**config.mk**
```make
export PLATFORM = sky130hd
export DESIGN_NAME = ola_trigger_sequencer
export DESIGN_NICKNAME = d
export VERILOG_FILES = /design/src/rtl/ola_trigger_pkg.sv /design/src/rtl/ola_trigger_stage_match.sv /design/src/rtl/ola_trigger_sequencer.sv
export SDC_FILE = /design/constraint.sdc
export NUM_CORES = 1
export LEC_CHECK = 0
export BUFFER_PORTS_ARGS = -buffer_cell sky130_fd_sc_hd__buf_2
export CAP_MARGIN = 20
export CORE_UTILIZATION = 25
export CTS_BUF_LIST = sky130_fd_sc_hd__clkbuf_8
export CTS_CLUSTER_DIAMETER = 80
export DETAILED_ROUTE_END_ITERATION = 7
export GPL_TIMING_DRIVEN = 0
export PLACE_DENSITY = 0.48
export SLEW_MARGIN = 30
export SYNTH_ARGS = -nofsm -noshare
export SYNTH_HDL_FRONTEND = slang
export SYNTH_HIERARCHICAL = 1
export SYNTH_SLANG_ARGS = --single-unit
```
**constraint.sdc**
```tcl
create_clock -name clock -period 3.9 [get_ports clock]
set_input_delay 0.195 -clock clock [delete_from_list [all_inputs] [get_ports clock]]
set_output_delay 0.195 -clock clock [all_outputs]
set_load 0.005 [all_outputs]
```
**src/rtl/ola_trigger_pkg.sv**
```systemverilog
// rtl/ola_trigger_pkg.sv - shared field encodings and FSM states for the trigger sequencer
package ola_trigger_pkg;

  // ctl_field encodings for configuration writes
  localparam logic [2:0] FIELD_VALUE      = 3'd0;
  localparam logic [2:0] FIELD_MASK       = 3'd1;
  localparam logic [2:0] FIELD_RISE_MASK  = 3'd2;
  localparam logic [2:0] FIELD_FALL_MASK  = 3'd3;
  localparam logic [2:0] FIELD_COUNT      = 3'd4;
  localparam logic [2:0] FIELD_LAST_STAGE = 3'd5;

  // sequencer state encoding
  typedef enum logic [1:0] {
    ST_IDLE  = 2'd0,
    ST_ARMED = 2'd1,
    ST_FIRED = 2'd2
  } state_t;

endpackage

```
**src/rtl/ola_trigger_stage_match.sv**
```systemverilog
// rtl/ola_trigger_stage_match.sv - level/edge match of one sample against one stage (edges with OLA_TRIGGER_EDGES_EN)
module ola_trigger_stage_match #(
  parameter int sample_width = 8
) (
  input  logic [sample_width-1:0] i_sample,
  input  logic [sample_width-1:0] i_value,
  input  logic [sample_width-1:0] i_mask,
`ifdef OLA_TRIGGER_EDGES_EN
  input  logic [sample_width-1:0] i_prev,
  input  logic [sample_width-1:0] i_rise_mask,
  input  logic [sample_width-1:0] i_fall_mask,
`endif
  output logic                    o_match
);

  logic w_level_hit;
  logic w_edge_hit;

  assign w_level_hit = (((i_sample ^ i_value) & i_mask) == '0);

`ifdef OLA_TRIGGER_EDGES_EN
  logic [sample_width-1:0] w_rising;
  logic [sample_width-1:0] w_falling;
  logic                    w_edge_used;

  assign w_rising    = ~i_prev & i_sample;
  assign w_falling   = i_prev & ~i_sample;
  assign w_edge_used = |(i_rise_mask | i_fall_mask);
  // an all-zero edge mask pair means the stage is level-only
  assign w_edge_hit  = !w_edge_used || (|((w_rising & i_rise_mask) | (w_falling & i_fall_mask)));
`else
  assign w_edge_hit  = 1'b1;
`endif

  assign o_match = w_level_hit && w_edge_hit;

endmodule

```
**src/rtl/ola_trigger_sequencer.sv**
```systemverilog
// rtl/ola_trigger_sequencer.sv - multi-stage logic-analyser trigger sequencer (edge terms under OLA_TRIGGER_EDGES_EN)
module ola_trigger_sequencer
  import ola_trigger_pkg::*;
#(
  parameter int sample_width    = 8,
  parameter int stage_count     = 4,
  parameter int stage_sel_width = 2,
  parameter int count_width     = 16
) (
  input  logic                       clock,
  input  logic                       reset,
  input  logic                       ctl_enable,
  input  logic                       ctl_write,
  input  logic [stage_sel_width-1:0] ctl_stage,
  input  logic [2:0]                 ctl_field,
  input  logic [count_width-1:0]     ctl_data,
  input  logic                       in_valid,
  input  logic [sample_width-1:0]    in_sample,
  output logic                       out_valid,
  output logic [sample_width-1:0]    out_sample,
  output logic                       out_trigger,
  output logic [stage_sel_width-1:0] out_stage,
  output logic                       out_armed
);

  // per-stage configuration
  logic [sample_width-1:0]    r_value [stage_count];
  logic [sample_width-1:0]    r_mask  [stage_count];
  logic [count_width-1:0]     r_count [stage_count];
  logic [stage_sel_width-1:0] r_last_stage;
`ifdef OLA_TRIGGER_EDGES_EN
  logic [sample_width-1:0]    r_rise_mask [stage_count];
  logic [sample_width-1:0]    r_fall_mask [stage_count];
  logic [sample_width-1:0]    r_prev;
`endif

  // sequencer state
  state_t                     r_state;
  logic [stage_sel_width-1:0] r_stage;
  logic [count_width-1:0]     r_occ;
  logic                       r_trigger;
  logic                       r_armed;
  logic                       r_valid;
  logic [sample_width-1:0]    r_sample;

  logic                       w_cfg_wr;
  logic                       w_stage_ok;
  logic [stage_sel_width-1:0] w_last_clamped;
  logic                       w_match;

  // configuration is frozen once the sequencer leaves IDLE
  assign w_cfg_wr   = ctl_write && (r_state == ST_IDLE);
  assign w_stage_ok = (32'(ctl_stage) < stage_count);

  // out-of-range last_stage is clamped against the full write data, not a truncated copy
  always_comb begin
    w_last_clamped = ctl_data[stage_sel_width-1:0];
    if (ctl_data >= count_width'(stage_count)) begin
      w_last_clamped = stage_sel_width'(stage_count - 1);
    end
  end

  // configuration register file, written only while idle
  always_ff @(posedge clock or negedge reset) begin
    if (!reset) begin
      for (int k = 0; k < stage_count; k++) begin
        r_value[k] <= '0;
        r_mask[k]  <= '0;
        r_count[k] <= '0;
`ifdef OLA_TRIGGER_EDGES_EN
        r_rise_mask[k] <= '0;
        r_fall_mask[k] <= '0;
`endif
      end
      r_last_stage <= '0;
    end else if (w_cfg_wr) begin
      case (ctl_field)
        FIELD_VALUE:      if (w_stage_ok) r_value[ctl_stage] <= ctl_data[sample_width-1:0];
        FIELD_MASK:       if (w_stage_ok) r_mask[ctl_stage]  <= ctl_data[sample_width-1:0];
`ifdef OLA_TRIGGER_EDGES_EN
        FIELD_RISE_MASK:  if (w_stage_ok) r_rise_mask[ctl_stage] <= ctl_data[sample_width-1:0];
        FIELD_FALL_MASK:  if (w_stage_ok) r_fall_mask[ctl_stage] <= ctl_data[sample_width-1:0];
`endif
        FIELD_COUNT:      if (w_stage_ok) r_count[ctl_stage] <= ctl_data;
        FIELD_LAST_STAGE: r_last_stage <= w_last_clamped;
        default: ;
      endcase
    end
  end

`ifdef OLA_TRIGGER_EDGES_EN
  // previous valid sample, the reference for edge detection
  always_ff @(posedge clock or negedge reset) begin
    if (!reset) begin
      r_prev <= '0;
    end else if (in_valid) begin
      r_prev <= in_sample;
    end
  end
`endif

  ola_trigger_stage_match #(
    .sample_width (sample_width)
  ) u_stage_match (
    .i_sample    (in_sample),
    .i_value     (r_value[r_stage]),
    .i_mask      (r_mask[r_stage]),
`ifdef OLA_TRIGGER_EDGES_EN
    .i_prev      (r_prev),
    .i_rise_mask (r_rise_mask[r_stage]),
    .i_fall_mask (r_fall_mask[r_stage]),
`endif
    .o_match     (w_match)
  );

  // sequencer FSM: arm, count matches per stage, fire once on the last stage
  always_ff @(posedge clock or negedge reset) begin
    if (!reset) begin
      r_state   <= ST_IDLE;
      r_stage   <= '0;
      r_occ     <= '0;
      r_trigger <= 1'b0;
      r_armed   <= 1'b0;
    end else begin
      r_trigger <= 1'b0;
      case (r_state)
        ST_IDLE: begin
          r_stage <= '0;
          r_occ   <= '0;
          if (ctl_enable) begin
            r_state <= ST_ARMED;
            r_armed <= 1'b1;
          end
        end
        ST_ARMED: begin
          if (!ctl_enable) begin
            // disable beats a coincident final match
            r_state <= ST_IDLE;
            r_armed <= 1'b0;
          end else if (in_valid && w_match) begin
            if (r_occ == r_count[r_stage]) begin
              r_occ <= '0;
              if (r_stage == r_last_stage) begin
                r_state   <= ST_FIRED;
                r_armed   <= 1'b0;
                r_trigger <= 1'b1;
              end else begin
                r_stage <= r_stage + 1'b1;
              end
            end else begin
              r_occ <= r_occ + 1'b1;
            end
          end
        end
        ST_FIRED: begin
          if (!ctl_enable) begin
            r_state <= ST_IDLE;
          end
        end
        default: begin
          r_state <= ST_IDLE;
          r_armed <= 1'b0;
        end
      endcase
    end
  end

  // one-cycle sample pipeline alongside the trigger
  always_ff @(posedge clock or negedge reset) begin
    if (!reset) begin
      r_valid  <= 1'b0;
      r_sample <= '0;
    end else begin
      r_valid  <= in_valid;
      r_sample <= in_sample;
    end
  end

  assign out_valid   = r_valid;
  assign out_sample  = r_sample;
  assign out_trigger = r_trigger;
  assign out_stage   = r_stage;
  assign out_armed   = r_armed;

endmodule

```
# Yosys cells after proc, flatten, opt, wreduce, memory -nomap -nowiden
# Index checks and enable logic that the tools add are counted.
# totals
out_inout_bits	13
word_cells	106
in_bits	34
regBits	161
# classes
eq_ne	16
n_reduce_logical	15
bitwise	5
order_cmp	4
add_sub_neg	2
muxes	44
# op_table
cell	count
$mux W16	6
$bwmux W32	2
$bwmux W64	1
$mux W8	5
$bmux W16 S2	1
$bmux W8 S2	2
$demux W16 S2	1
$pmux W16 S2	1
$mux W2	11
$add A16 B1 Y16 const B	1
$demux W8 S2	1
$eq A16 B16 Y1	1
$ge A16 B3 Y1 const B	1
$reduce_and A5 Y1	3
$ne A2 B2 Y1 const B	6
$mux W1	10
$ne A3 B3 Y1 const B	3
$and A8 B8 Y8	1
$logic_not A8 Y1	1
$reduce_and A2 Y1	4
$xor A8 B8 Y8	1
$eq A3 B3 Y1 const B	2
$ge A3 B3 Y1 const B	2
$not A2 Y3	2
15 further kinds	17

# Logic depth before layout (Yosys ltp)
# Gate-level depths: netlist (run 1).
# logic_depth
depth_word	11
ltp_mapped	15
depth_no_buf	10

# Cells and area by module
# Netlist (run 1), hierarchy kept.
# modules_own_cells
mod	area_per_inst_um2	cells_per_inst	n_inst	seq_area_each_um2
ola_trigger_sequencer	7293.2	524	1	4028.9
ola_trigger_stage_match	108.9	13	1	0.0

# Worst setup path after synthesis (run 1)
# Ideal clock, no wire load.
# synth_path
path_type	flip-flop to flip-flop
from	register r_stage[1], in the netlist out_stage[1]
to	register r_stage[0], in the netlist out_stage[0]
n_path_buf	5
path_stages_with_launch	15
required_ps	3834
synth_period_minus_slack_ps	3768
arrival_time_ps	3702
setup_time_ps	66
setup_slack_ps	132
cell_sequence	dfrtp_1 -> clkbuf_1 -> buf_2 -> buf_1 -> clkbuf_1 -> mux4_2 -> xor2_1 -> a22oi_1 -> and4_1 -> nand3_1 -> a21oi_1 -> nand2_1 -> clkbuf_1 -> nor4b_1 -> a211o_1
# synth_between
elab_chain_len	10
elab_cells_between_ends	20
classes_between	5 x eq/ne; 9 x mux; 3 x bitwise; 3 x reduce/logical
# synth_lines
item	line	source
from (decl)	ola_trigger_sequencer.sv:39	logic [stage_sel_width-1:0] r_stage;
from (signal assigned)	ola_trigger_sequencer.sv:148	r_stage <= r_stage + 1'b1;
$not A2 Y3 (implied by the code) *	ola_trigger_sequencer.sv:106, ola_trigger_sequencer.sv:107	
$bmux W8 S2	ola_trigger_sequencer.sv:106	.i_value (r_value[r_stage]),
$mux W8 (implied by the code) (2 in a row)	ola_trigger_sequencer.sv:106	
$xor A8 B8 Y8	ola_trigger_stage_match.sv:19	assign w_level_hit = (((i_sample ^ i_value) & i_mask) == '0);
$and A8 B8 Y8 *	ola_trigger_stage_match.sv:19	
$logic_not A8 Y1 *	ola_trigger_stage_match.sv:19	
named net w_match	ola_trigger_sequencer.sv:49	logic w_match;
$logic_and A1 B1 Y1 *	ola_trigger_sequencer.sv:140	end else if (in_valid && w_match) begin
$ne A2 B2 Y1 (no line) *	n/a	
$reduce_and A5 Y1 (no line) *	n/a	
# Mark *: on every way through the listed nets, which the timed path passes. The rest lies on a longest branch. The select of a mux whose other input is x is not followed.
# A chain may end at the register's enable or synchronous reset.

# Worst setup path after layout (run 1)
# layout_path
from	register r_stage[1], in the netlist out_stage[1]
to	register r_occ[15]
# layout_between
elab_chain_len	10
elab_cells_between_ends	21
classes_between	2 x eq/ne; 13 x mux; 3 x bitwise; 3 x reduce/logical
# layout_lines
item	line	source
$not A2 Y3 (implied by the code) *	ola_trigger_sequencer.sv:106, ola_trigger_sequencer.sv:107	
$bmux W8 S2	ola_trigger_sequencer.sv:106	
$mux W8 (implied by the code) (2 in a row)	ola_trigger_sequencer.sv:106	
$xor A8 B8 Y8	ola_trigger_stage_match.sv:19	
$and A8 B8 Y8 *	ola_trigger_stage_match.sv:19	
$logic_not A8 Y1 *	ola_trigger_stage_match.sv:19	
named net w_match	ola_trigger_sequencer.sv:49	
$logic_and A1 B1 Y1 *	ola_trigger_sequencer.sv:140	
$ne A2 B2 Y1 (no line) *	n/a	
$reduce_and A3 Y1 (no line) *	n/a	
to (signal assigned)	ola_trigger_sequencer.sv:151	r_occ <= r_occ + 1'b1;
to (decl)	ola_trigger_sequencer.sv:40	logic [count_width-1:0] r_occ;
# Marks and branches as above.

==> results.txt, run 1 <==
The flow ran to the end, and the final reports show no timing, DRC or antenna violations. The number of antenna violations at the first check in global routing is 0. The async set-reset flop share out of synthesis came out at 1.00. The root buffer cell chosen for the clock tree is sky130_fd_sc_hd__clkbuf_8. The clock arrives with 0.0150 ns of skew. The critical path is of the flip-flop to flip-flop type. For the pin with the worst max-slew slack, the measured transition is 0.901 ns. The clock sink total came out at 161.

The worst reg-to-reg path cell count is 11. The part of the Yosys area used for sequential elements is 0.544. The weighted congestion at the end of routability-driven global placement came out at 0.783. The clock period minus worst slack came out at 3.62 ns.

The clock transition at the register clock pins on the worst setup and hold paths after CTS is 0.09 ns. The power per standard cell area came out at 492 nW/um^2. For this run, design rule violations remaining after detail routing come to 0. The chip width is 174 microns. The leakage power of the design came out at 3.98 nW. The number of buffers inserted during clock tree synthesis is 17. The met3 wire length came out at 853 microns.

The number of top-level pins is 47. Counting distinct cell types in the post-synthesis netlist gives 43. The worst hold path begins at ctl_data[2].

The multi-input combinational cell area came out at 3280 sq um. The slack of the worst reg-to-reg path came out at 0.28 ns. The overall routing resource usage came out at 0.128.

The aggregate routed wire length is 18.5 mm. The netlist area before placement came out at 7400 sq um. The total setup violations reported at the end of the flow is 0. The largest fanout on the critical path came out at 19.

The max-slew headroom at the worst pin is 0.397. The buffer depth of the longest clock path is 2. The die covers 30300 sq um. The synthesis-to-finish area growth is 18.4%.

The worst register-to-register path ends at r_occ[15]$_DFFE_PN0P_. The top layer used by detailed routing is met4. The worst hold path passes through 2 cells.

The repair_antennas step left the layout with diodes totalling 0. The initial utilization of the core area, before any placement, comes to 0.256. The site row count came out at 62. The level count of the clock H-tree is 4. The worst-case IR drop observed on VDD is 0.186 mV. Yosys printed 6 warnings. The minimum setup slack after placement is -1.95 ns. sky130_fd_sc_hd__dfrtp_1 takes more of the synthesized area than any other cell. For this run, the share of the core covered by cells in the final layout is 0.303. Synthesis inferred 161 register bits. The number of vias per cell came out at 4.70. The cell area after placement came out at 8200 sq um. In the finished design, the share of the clock period the worst path needs comes to 0.929.

TritonCTS built the clock tree. The quantity of I/O buffers inserted on ports is 46. STA classifies the critical path endpoint as a flip-flop. The number of maximum-capacitance constraint violations is 0. The share of layout cells above drive strength 1 came out at 0.254.

The clock insertion delay at the later pin of the skew report is 0.46 ns. Data on the critical path is required at its endpoint by 4.30 ns. The number of nets with antenna violations after routing came out at 0.

In the post-synthesis netlist, the biggest area contributors are sky130_fd_sc_hd__dfrtp_1 54%, sky130_fd_sc_hd__mux2_1 14%, sky130_fd_sc_hd__mux4_2 9.7%. The routed layout has 4780 vias. The number of hold-slack violations in the final timing report is 0. The y dimension of the die is 174 microns. The via count of the first global-routing pass came to 5175. After detailed routing, the average wire length per cell comes to 18.2 microns. The worst hold path belongs to the class input pin to flip-flop. The placeable core area came out at 28900 sq um. When the netlist entered floorplanning its net count stood at 572. The origin of the critical flop-to-flop path is out_stage[1]$_DFFE_PN0P_. The final instance area is 8770 sq um. The max-slew violation count is 0. The number of filler instances in the final layout is 2908. Based on the critical path, the design can be clocked at up to 0.276 GHz. Setup repair after global routing left no endpoint under its margin. The area share of the largest cell type after synthesis came out at 0.544. The final worst slack is 0.277 ns. The maximum number of pins on one net before global-route repair is 69. The most used flip-flop cell after synthesis is sky130_fd_sc_hd__dfrtp_1. The path with the worst hold slack has its endpoint at r_mask[2]$_DFFE_PN0P_.

The cell count after synthesis came out at 537. The global-route congestion overflow total is 0. The number of DRC markers in iteration 0 came out at 263. The top cell types in the final layout, fill and taps aside, are 160 x sky130_fd_sc_hd__dfrtp_1, 90 x sky130_fd_sc_hd__mux2_1, 48 x sky130_fd_sc_hd__buf_2. The wire length of the first global-routing pass came out at 29.5 mm. The post-route met1 wirelength is 8.31 mm. Each instance of the synthesized netlist takes up on average 13.8 sq um.

The area of all sequential standard cells came out at 4030 sq um. In this run, synthesis inferred 0 flip-flops with an integrated enable. Leaving out fill and tap cells, the most frequent cell in the layout is sky130_fd_sc_hd__dfrtp_1. STA classifies the critical path startpoint as a flip-flop.

The total length of routed met2 wires came out at 8.92 mm. The detailed placement HPWL came out at 13.6 mm. The arrival time of the worst setup path came out at 4.02 ns. After the last flow step, the layout net total stands at 656.

The number of iterations in the first detailed-routing pass came out at 5.
synth_stat cells (6+ instances only):
cell type and n:
sky130_fd_sc_hd__a221o_1 9, sky130_fd_sc_hd__clkbuf_1 17, sky130_fd_sc_hd__dfrtp_1 161, sky130_fd_sc_hd__mux2_1 90, sky130_fd_sc_hd__mux2_2 27, sky130_fd_sc_hd__mux4_2 32, sky130_fd_sc_hd__nand2_1 38, sky130_fd_sc_hd__nand3_1 12
sky130_fd_sc_hd__nor2_1 24, sky130_fd_sc_hd__nor2b_1 6, sky130_fd_sc_hd__nor3_1 9, sky130_fd_sc_hd__nor4_1 6, sky130_fd_sc_hd__o21ai_1 13, sky130_fd_sc_hd__o31ai_1 6, sky130_fd_sc_hd__xnor2_1 18, sky130_fd_sc_hd__xor2_1 8
per-stage QoR:
step	power, mW	std cells	hold slack, ns	setup TNS, ns
after floorplan	2.80	537	-0.101	0
after global placement	3.16	967	0.336	-33.13
after detailed placement	3.22	970	0.0902	-35.70
after CTS	4.37	1015	0.00126	0
after global routing	4.56	1018	0.00933	0
final	4.32	1018	0.0218	0
registers in the layout, summed over array words and instances (netlist names):
signal	flops
r_state	2
r_count	64
out_trigger	1
out_sample	8
r_occ	16
out_armed	1
out_valid	1
r_mask	32
r_value	32
r_last_stage	2
out_stage	2
critical path, stage by stage (launching register included):
cell and delay [ns]:
sky130_fd_sc_hd__dfrtp_2 0.57, sky130_fd_sc_hd__buf_6 0.32, sky130_fd_sc_hd__clkbuf_4 0.34, sky130_fd_sc_hd__mux4_2 0.37
sky130_fd_sc_hd__a22oi_1 0.34, sky130_fd_sc_hd__and4_2 0.35, sky130_fd_sc_hd__nand3_1 0.15, sky130_fd_sc_hd__a21o_1 0.28
sky130_fd_sc_hd__nor2_1 0.43, sky130_fd_sc_hd__o211ai_1 0.16, sky130_fd_sc_hd__nor2_1 0.12, sky130_fd_sc_hd__a221o_1 0.11
kinds of logic (layout without fill, tap and decap cells):
kind of cell	count (synthesis)	after routing	share of synthesized area
AO/OA/AOI/OAI	51	51	0.0482
buffers and inverters	29	126	0.0164
XOR/XNOR	26	26	0.0308
adder cells (fa/ha/maj)	1	1	0.00169
flip-flops	161	161	0.544
AND/OR/NAND/NOR	120	120	0.0833
multiplexers	149	149	0.275
layout make-up:
cell class,count,share of cell area
multi-input combinational,347,0.375
clock buffer,18,0.0283
sequential,161,0.460
tap,384,0.0548
clock inverter,14,0.0124
timing repair buffer,67,0.0542
buffer,24,0.0147
inverter,3,0.00128
worst max path at each step:
stage | cells after the start | start | to | slack (ns)
global placement | 13 | out_stage[1]$_DFFE_PN0P_ | r_occ[14]$_DFFE_PN0P_ | -1.83
detailed placement | 13 | out_stage[1]$_DFFE_PN0P_ | r_occ[4]$_DFFE_PN0P_ | -1.95
global route | 12 | out_stage[0]$_DFFE_PN0P_ | r_occ[14]$_DFFE_PN0P_ | 0.07
CTS | 11 | out_stage[0]$_DFFE_PN0P_ | out_stage[0]$_DFFE_PN0P_ | 0.02
finish | 11 | out_stage[1]$_DFFE_PN0P_ | r_occ[15]$_DFFE_PN0P_ | 0.28
floorplan | 14 | out_stage[1]$_DFFE_PN0P_ | out_stage[0]$_DFFE_PN0P_ | 0.13
power breakdown:
part	switching [mW]	internal, mW
logic	0.573	0.550
clock network	0.663	0.465
registers	0.158	1.91
total	1.39	2.92
per-layer routing:
layer | GRT usage | vias to the layer above
met4 | 0.0450 | 0
met3 | 0.0293 | 27
li1 | - | 2169
met2 | 0.207 | 111
met1 | 0.167 | 2473
met5 | 0 | -
timing repair:
item	CTS	global route
hold buffers	15	0
resized for setup	16	4
setup buffers	0	3
pin swaps	0	1
endpoints found under the hold margin	116	0
endpoints found under the setup margin	22	15
No activity file was read; power rests on OpenSTA's default activity.
==> inputs of run 2 (changes only) <==
SYNTH_HIERARCHICAL = not set   (was 1)
==> run 2 against run 1 <==
  * First-iteration DRC count increased by 14%
  * Critical path depth decreased by 1
  * Count of clock-buffer cells in the layout unchanged
  * Die area rose by 3.0%
  * Register-to-register slack better by 0.14 ns
  * Via count rose by 4.2%
  * Combinational power down 38%
  * Critical path type unchanged
==> results.txt, run 2 <==
The number of maximum-capacitance constraint violations came out at 0. The switching power summed over all nets is 1.14 mW. The detailed placement HPWL is 13.4 mm.

The element type at the critical path end is a flip-flop. The site row count came out at 63. In the layout the commonest cells are 161 x sky130_fd_sc_hd__dfrtp_1, 128 x sky130_fd_sc_hd__mux2_2, 47 x sky130_fd_sc_hd__buf_2. After global routing the overflow that remains totals 0. For this run, global-route usage on met3 was measured as 0.0296.

The cell with the most instances on the worst path is sky130_fd_sc_hd__clkbuf_1. The area share of the largest cell type after synthesis came out at 0.528. The worst hold path passes through 2 cells. Of the total power, registers draw 0.518. The detailed router finished its first iteration with 300 violations.

The startpoint of the most critical hold path is ctl_data[3]. The origin of the critical flop-to-flop path is out_stage[0]$_DFFE_PN0P_. The highest cell delay on the worst timing path came out at 0.53 ns.

r_count holds more flip-flops than any other register. The end of the worst register-to-register path is r_occ[15]$_DFFE_PN0P_. The clock transition at the register clock pins on the worst setup and hold paths after CTS is 0.09 ns. The number of hold-slack violations in the final timing report was 0. The maximum number of pins on one net before global-route repair is 66.

Setup slack closes at 0.416 ns. The most used flip-flop cell after synthesis is sky130_fd_sc_hd__dfrtp_1. The setup TNS is 0 ns. The clock net in this run drives a total of 161 sinks. The part of the Yosys area used for sequential elements is 0.528.

The count of inserted antenna diode cells is 0. The worst reg-to-reg path cell count came out at 10. The worst setup path is launched from a flip-flop. The chip width is 177 microns. The average wire length per cell after detail routing came out at 17.9 microns. The library cell used most frequently in the layout, excluding fill and tap cells, is sky130_fd_sc_hd__dfrtp_1.

The register with the most flip-flops in the layout has 64 of them. The endpoint required time on the critical path is 4.25 ns. By startpoint and endpoint, the worst setup path is classified as flip-flop to flip-flop. In this run the most used layer during global routing was met2. The buffer depth of the longest clock path is 2. The max-slew violation count came to 0. The power per standard cell area is 439 nW/um^2.

The path with the worst hold slack has its endpoint at r_count[3]$_DFFE_PN0P_. In the global route stage, met1 resource usage came out at 0.186. The synthesized flop and latch total came out at 161. The share of layout cells above drive strength 1 is 0.334. The largest total area in the synthesized netlist belongs to sky130_fd_sc_hd__dfrtp_1. The setup check on the worst reg-to-reg path leaves a slack of 0.42 ns. The maximum vdd ir drop came out at 0.208 mV. For this configuration, the core starts out at a cell density of 0.256. CTS built an H-tree with a depth of 4.

In the routed design, unresolved DRC markers number 0. The multi-input combinational cell area came out at 3420 sq um. For this run, the top clock speed supported by timing is 0.287 GHz. The overall routing resource usage came out at 0.130. The count of nets left with antenna violations once routing finished came out at 0. The period utilization is 0.893. In the final layout, the registers with the most flip-flops are r_count x64, r_mask x32, r_value x32. In this run the tightest slew margin relative to its limit is 0.412.

The number of filler instances in the final layout is 3101. The clock period minus worst slack is 3.48 ns. The worst hold path belongs to the class input pin to flip-flop.

The count of yosys warnings during synthesis came out at 0. The synthesized netlist occupies a cell area of 7620 sq um. The clock tree skew after final layout is 0.0135 ns. The most numerous cell in the Yosys netlist is sky130_fd_sc_hd__dfrtp_1. The clock power share is 0.303. The met2 global-route usage came out at 0.193. The total setup violations reported at the end of the flow came out at 0. The floorplan step set the die height to 177 microns.

The async set-reset flop share out of synthesis is 1.00. The number of antenna violations at the first check in global routing came to 0. Registers take 4030 sq um. The number of library cell types mapped by synthesis came out at 49.

Before CTS, the worst setup slack after placement is 0.286 ns. The arrival time of the worst setup path came out at 3.83 ns. The weighted congestion at the end of routability-driven global placement is 0.790. TritonCTS built the clock tree. TritonCTS created 17 clock buffers. The number of vias per cell is 4.62. Yosys attributes the largest share of cell area to sky130_fd_sc_hd__dfrtp_1 53%, sky130_fd_sc_hd__mux2_2 19%, sky130_fd_sc_hd__mux4_2 4.7%. At the pin with the least slew margin, the transition time is 0.875 ns. The internal power component came out at 2.76 mW. The via count of the first global-routing pass came out at 5134. The mean instance size in the synthesized netlist came out at 12.8 sq um. The clock insertion delay at the later pin of the skew report came out at 0.46 ns. The cell count after synthesis is 597. The analysis attributes to cell leakage a power of 3.99 nW. The final layout contains 711 nets. The largest fanout on the critical path came out at 10.

The placeable core area is 29800 sq um. Relative to the synthesized area, the layout overhead comes to 16.6%. Summed over all layers, the routed wires come to 19.3 mm. Counting every net in the synthesized netlist gives 632. Setup repair after global routing left no endpoint under its margin.

The number of enable-type register cells in the synthesized netlist came out at 0. The wire length of the first global-routing pass is 30.4 mm. Walking the worst path, the cells encountered are buf_6 -> clkbuf_1 -> inv_1 -> o21ai_0 -> a21oi_1 -> o211ai_1 -> clkbuf_1 -> clkbuf_1 -> nand3_1 -> o311ai_0. The quantity of I/O buffers inserted on ports is 46. The run finished with clean final reports.

The vias after detailed routing is 4980. The switching part of the total power is 0.293. The floorplan step defined a die boundary enclosing 31200 sq um. In this run the count of I/O pins placed on the die edge is 47. CTS placed an instance of sky130_fd_sc_hd__clkbuf_8 at the clock tree root. After synthesis, the most frequently instantiated cells are 161 x sky130_fd_sc_hd__dfrtp_1, 128 x sky130_fd_sc_hd__mux2_2, 35 x sky130_fd_sc_hd__nand2_1, 33 x sky130_fd_sc_hd__clkbuf_1, 32 x sky130_fd_sc_hd__xor2_1.

The slowest stage cell on the critical path is sky130_fd_sc_hd__clkbuf_1. The logic gate share of total power is 0.179. The number of iterations in the first detailed-routing pass is 5.
-- run 2: cell count changes after synthesis, sizes merged, moves of 8 or more --
cell,change
a21oi,+8
nand3,+17
mux4,-16
clkbuf,+16
nor2,-12
a221o,-8
xor2,+24
mux2,+11
nand4,+9
-- run 2: final cells by class --
cell class | count | share of cell area
timing repair buffer | 60 | 0.0467
tap | 390 | 0.0549
multi-input combinational | 393 | 0.384
buffer | 39 | 0.0186
inverter | 4 | 0.00169
sequential | 161 | 0.453
clock inverter | 13 | 0.0128
clock buffer | 18 | 0.0279
-- run 2: logic make-up (layout without fill, tap and decap cells) --
family                     count (synthesis)  in the layout  share of synthesized area
DFF                                      161            161                      0.528
muxes                                    145            145                      0.238
and+or+nand+nor                          140            140                     0.0973
AOI/OAI and AO/OA                         57             57                     0.0530
xor gates and xnor gates                  50             50                     0.0584
buffers and inverters                     43            134                     0.0235
adders and majority gates                  1              1                    0.00164
-- run 2: worst max-delay path by stage --
stage                                   from                       end  cells after the start
floorplan           out_stage[0]$_DFFE_PN0P_  out_stage[0]$_DFFE_PN0P_                      9
global placement                       reset     r_occ[11]$_DFFE_PN0P_                      1
detailed placement  out_stage[1]$_DFFE_PN0P_     r_occ[15]$_DFFE_PN0P_                     11
CTS                 out_stage[1]$_DFFE_PN0P_     r_occ[15]$_DFFE_PN0P_                     11
global route        out_stage[0]$_DFFE_PN0P_     r_occ[15]$_DFFE_PN0P_                     10
finish              out_stage[0]$_DFFE_PN0P_     r_occ[15]$_DFFE_PN0P_                     10
-- run 2: layer usage --
layer	vias to the layer above	share of wire
li1	2338	-
met1	2545	0.52
met2	76	0.44
met3	21	0.034
met4	0	0.011
met5	-	0
-- run 2: worst max-delay path: cells and delay by family (launching register included) --
| family | cells | cell delay (ns) |
|---|---|---|
| buffers and inverters | 5 | 1.97 |
| AO/OA/AOI/OAI | 4 | 0.82 |
| flip-flops | 1 | 0.44 |
| AND/OR/NAND/NOR | 1 | 0.15 |
-- run 2: what timing repair did --
item / CTS / global route
endpoints found under the hold margin: 80 / 1
setup endpoints to repair: 0 / 1
hold buffers: 11 / 1
gates resized for setup: 0 / 2
buffers inserted: 0 / 0
-- run 2: through the flow --
stage / cell area [sq um] / util / hold WS [ns] / power, mW / instances
final: 8890 / 0.298 / 0.0219 / 3.90 / 1078
after global routing: 8890 / 0.298 / 0.00545 / 4.11 / 1078
after CTS: 8880 / 0.298 / 0.00152 / 3.95 / 1077
after detailed placement: 8410 / 0.282 / 0.109 / 2.75 / 1035
after global placement: 8340 / 0.280 / 0.341 / 2.73 / 1033
after floorplan: 7620 / - / -0.101 / 2.51 / 597
-- run 2: power by group through the flow --
stage	Clock [mW]	Combinational [mW]	Sequential, mW
after floorplan	0	0.495	2.02
after global placement	0	0.684	2.05
after detailed placement	0	0.699	2.06
after CTS	1.22	0.710	2.02
after global routing	1.28	0.773	2.05
final	1.18	0.698	2.02
==> inputs of run 3 (changes only) <==
PLACE_DENSITY = 0.47   (was 0.48)
clock period = 3.55 ns   (was 3.9 ns; I/O delays follow)
==> run 3 against run 2 <==
  * Global-route usage grew 0.23 points
  * Cell area grew 0.79%
  * Worst setup slack lost 0.12 ns
  * Clock skew grew 0.0035 ns
  * Critical path type unchanged
  * Critical endpoint is now r_count[6]$_DFFE_PN0P_
  * Final cell count grew 0.56%
  * Largest power group unchanged
==> results.txt, run 3 (synthesized netlist as in run 2, its figures left out) <==
The analysis attributes to net switching a power of 1.28 mW. For the pin with the worst max-slew slack, the measured transition is 0.795 ns. The clock tree skew after final layout is 0.0170 ns. Of the total power, the share spent switching nets is 0.296. The worst hold path was traced through 2 stages. The number of top-level pins is 47. The run finished with clean final reports.

The path class of the tightest hold or removal check is input pin to flip-flop. The die footprint is 31200 sq um. The buffer depth of the longest clock path is 2.

The clock sink total came out at 161. The max-slew headroom at the worst pin is 0.465. TritonCTS built the clock tree. The quantity of I/O buffers inserted on ports is 46. Across every metal layer, demand over resource in global routing totals 0.132. Dividing the detail-routed via count by the number of cells gives 4.64.

Of all nets on the critical path, the largest fanout is 10. For this run, the post-layout net count is 716. The arrival time of the worst setup path is 3.60 ns. The synthesis-to-finish area growth is 17.5%. The signal on the critical path passes through clkbuf_1 -> nor4b_1 -> nand2_1 -> nor2_1 -> and3_1 -> clkbuf_1 -> buf_1 -> mux2_2. Setup violations remaining at the end of the flow were counted as 0. The maximum vdd ir drop is 0.206 mV. The worst hold path begins at ctl_data[14].

The cell count after placement is 1035. The detailed placement HPWL is 13.6 mm. The residual DRC count came out at 0. The clock insertion delay at the later pin of the skew report is 0.46 ns. In the layout the commonest cells are 161 x sky130_fd_sc_hd__dfrtp_1, 128 x sky130_fd_sc_hd__mux2_2, 47 x sky130_fd_sc_hd__buf_2.

STA classifies the critical path endpoint as a flip-flop. The max-slew violation count is 0. The internal power component is 3.05 mW.

The worst hold path terminates at r_count[30]$_DFFE_PN0P_. The power per standard cell area came out at 483 nW/um^2. At the worst endpoint, the required time is 3.89 ns. The overall power consumption came out at 4.32 mW. The detailed router finished its first iteration with 384 violations. The setup path with the least slack is of type flip-flop to flip-flop.

The cell area after placement is 8410 sq um. The filler cells instantiated in the layout total 3092. The y dimension of the die came out at 177 microns. The upper clock frequency limit came out at 0.307 GHz. Across all register-to-register paths, the minimum setup slack is 0.29 ns. In the final layout, the registers with the most flip-flops are r_count x64, r_mask x32, r_value x32. The count of inserted antenna diode cells is 0. Leaving out fill and tap cells, the most frequent cell in the layout is sky130_fd_sc_hd__dfrtp_1. The number of standard cells in the layout, taps in and fillers out came out at 1084. The via count of the first global-routing pass is 5127. The number of nets with antenna violations after routing is 0. STA classifies the critical path startpoint as a flip-flop. Counting stages on the worst path, the most repeated cell is sky130_fd_sc_hd__clkbuf_1.

The leakage power of the design came out at 4.02 nW. r_count holds more flip-flops than any other register. The logic gate share of total power came out at 0.180. The share of layout cells above drive strength 1 is 0.341. The number of iterations in the first detailed-routing pass came out at 5. Entering global routing, the biggest net connects 81 pins.

The number of hold-slack violations in the final timing report is 0. The worst register-to-register path ends at r_count[6]$_DFFE_PN0P_. Of the total power, the clock network draws 0.307. The finished cells cover 8960 sq um. The site row count is 63.

Summed over all layers, the routed wires come to 19.5 mm. The origin of the critical flop-to-flop path is r_state[0]$_DFFE_PN0P_. For this run the aggregate overflow at the end of global routing stands at 0. The number of antenna violations at the first check in global routing came out at 0.

The level count of the clock H-tree is 4. The average wire length per cell after detail routing came out at 18.0 microns. The worst reg-to-reg path cell count is 8. Of the total power, registers draw 0.513.

The flip-flop count of the largest register after layout is 64. The number of buffers inserted during clock tree synthesis came out at 17. The weighted congestion at the end of routability-driven global placement is 0.740. The cell family contributing the most delay on the critical path is buffers and inverters. The clock period minus worst slack came out at 3.26 ns. The vias after detailed routing is 5032. The slowest stage of the critical path belongs to the cell sky130_fd_sc_hd__nor4b_1.

Counting both buffers and inverters, the worst setup path holds a total of 3. The highest cell delay on the worst timing path is 0.68 ns. The number of maximum-capacitance constraint violations came out at 0. After clock tree synthesis, the clock-pin slew on the worst setup and hold paths is 0.10 ns. The chip width is 177 microns.

In this run the clock root is driven by a sky130_fd_sc_hd__clkbuf_8. The initial standard-cell utilization of the core is 0.256. The placeable core area came out at 29800 sq um. For the final routed database, the setup TNS stands at 0 ns. The first global-routing pass estimated 30.9 mm of wire. Setup repair after global routing left no endpoint under its margin. In the finished design, the share of the clock period the worst path needs comes to 0.918.
[run 3: changes by cell type in the layout (fill, tap and decap cells not counted), sizes merged]
cell | previous run | this run
buf | 54 | 56
clkbuf | 51 | 54
dlygate4sd3 | 12 | 15
bufinv | 1 | 0
inv | 11 | 9
clkinvlp | 2 | 3
[run 3: power groups by stage]
stage	Sequential (mW)	Clock [mW]	Combinational, mW
final	2.22	1.33	0.779
after global routing	2.25	1.44	0.869
after CTS	2.22	1.38	0.786
after detailed placement	2.26	0	0.770
after global placement	2.25	0	0.751
after floorplan	2.21	0	0.543
[run 3: area by class of cell]
cell class / instances / area (sq um) / share of cell area
clock buffers: 21 / 289 / 0.0323
flip-flops and latches: 161 / 4030 / 0.450
plain buffers: 39 / 169 / 0.0189
inverters: 4 / 15.0 / 0.00168
repair buffers: 65 / 460 / 0.0514
well taps: 390 / 488 / 0.0545
multi-input cells: 393 / 3420 / 0.381
clock inverters: 11 / 93.8 / 0.0105
[run 3: worst max path at each step]
stage | from | to | slack [ns] | depth (start not counted)
floorplan | out_stage[0]$_DFFE_PN0P_ | out_stage[0]$_DFFE_PN0P_ | 0.79 | 9
global placement | reset | r_occ[12]$_DFFE_PN0P_ | -0.47 | 1
detailed placement | out_stage[1]$_DFFE_PN0P_ | r_occ[15]$_DFFE_PN0P_ | -0.04 | 11
CTS | out_stage[0]$_DFFE_PN0P_ | out_stage[0]$_DFFE_PN0P_ | 0.05 | 9
global route | r_state[0]$_DFFE_PN0P_ | r_count[12]$_DFFE_PN0P_ | 0.01 | 8
finish | r_state[0]$_DFFE_PN0P_ | r_count[6]$_DFFE_PN0P_ | 0.29 | 8
[run 3: per-layer routing]
layer	wire, microns	share of wire	vias up	GRT usage
met2	8560	0.44	91	0.195
met5	0	0	-	0
met4	235	0.012	0	0.0366
met1	9850	0.51	2568	0.195
li1	-	-	2357	-
met3	833	0.043	16	0.0260
[run 3: stage by stage]
step                      utilization  worst slack (ns)  hold slack [ns]
after global routing            0.301            0.0117           0.0188
after detailed placement        0.282           -0.0446           0.0587
after global placement          0.280            -0.471            0.320
after floorplan                     -             0.788           -0.118
after CTS                       0.300            0.0506          0.00156
final                           0.301             0.291           0.0236
[run 3: repair_timing]
item	4_1_cts	5_1_grt
endpoints found under the hold margin	127	0
setup endpoints to repair	10	18
setup buffers	0	2
resized for setup	1	4
hold buffers	15	0
pin swaps	0	1
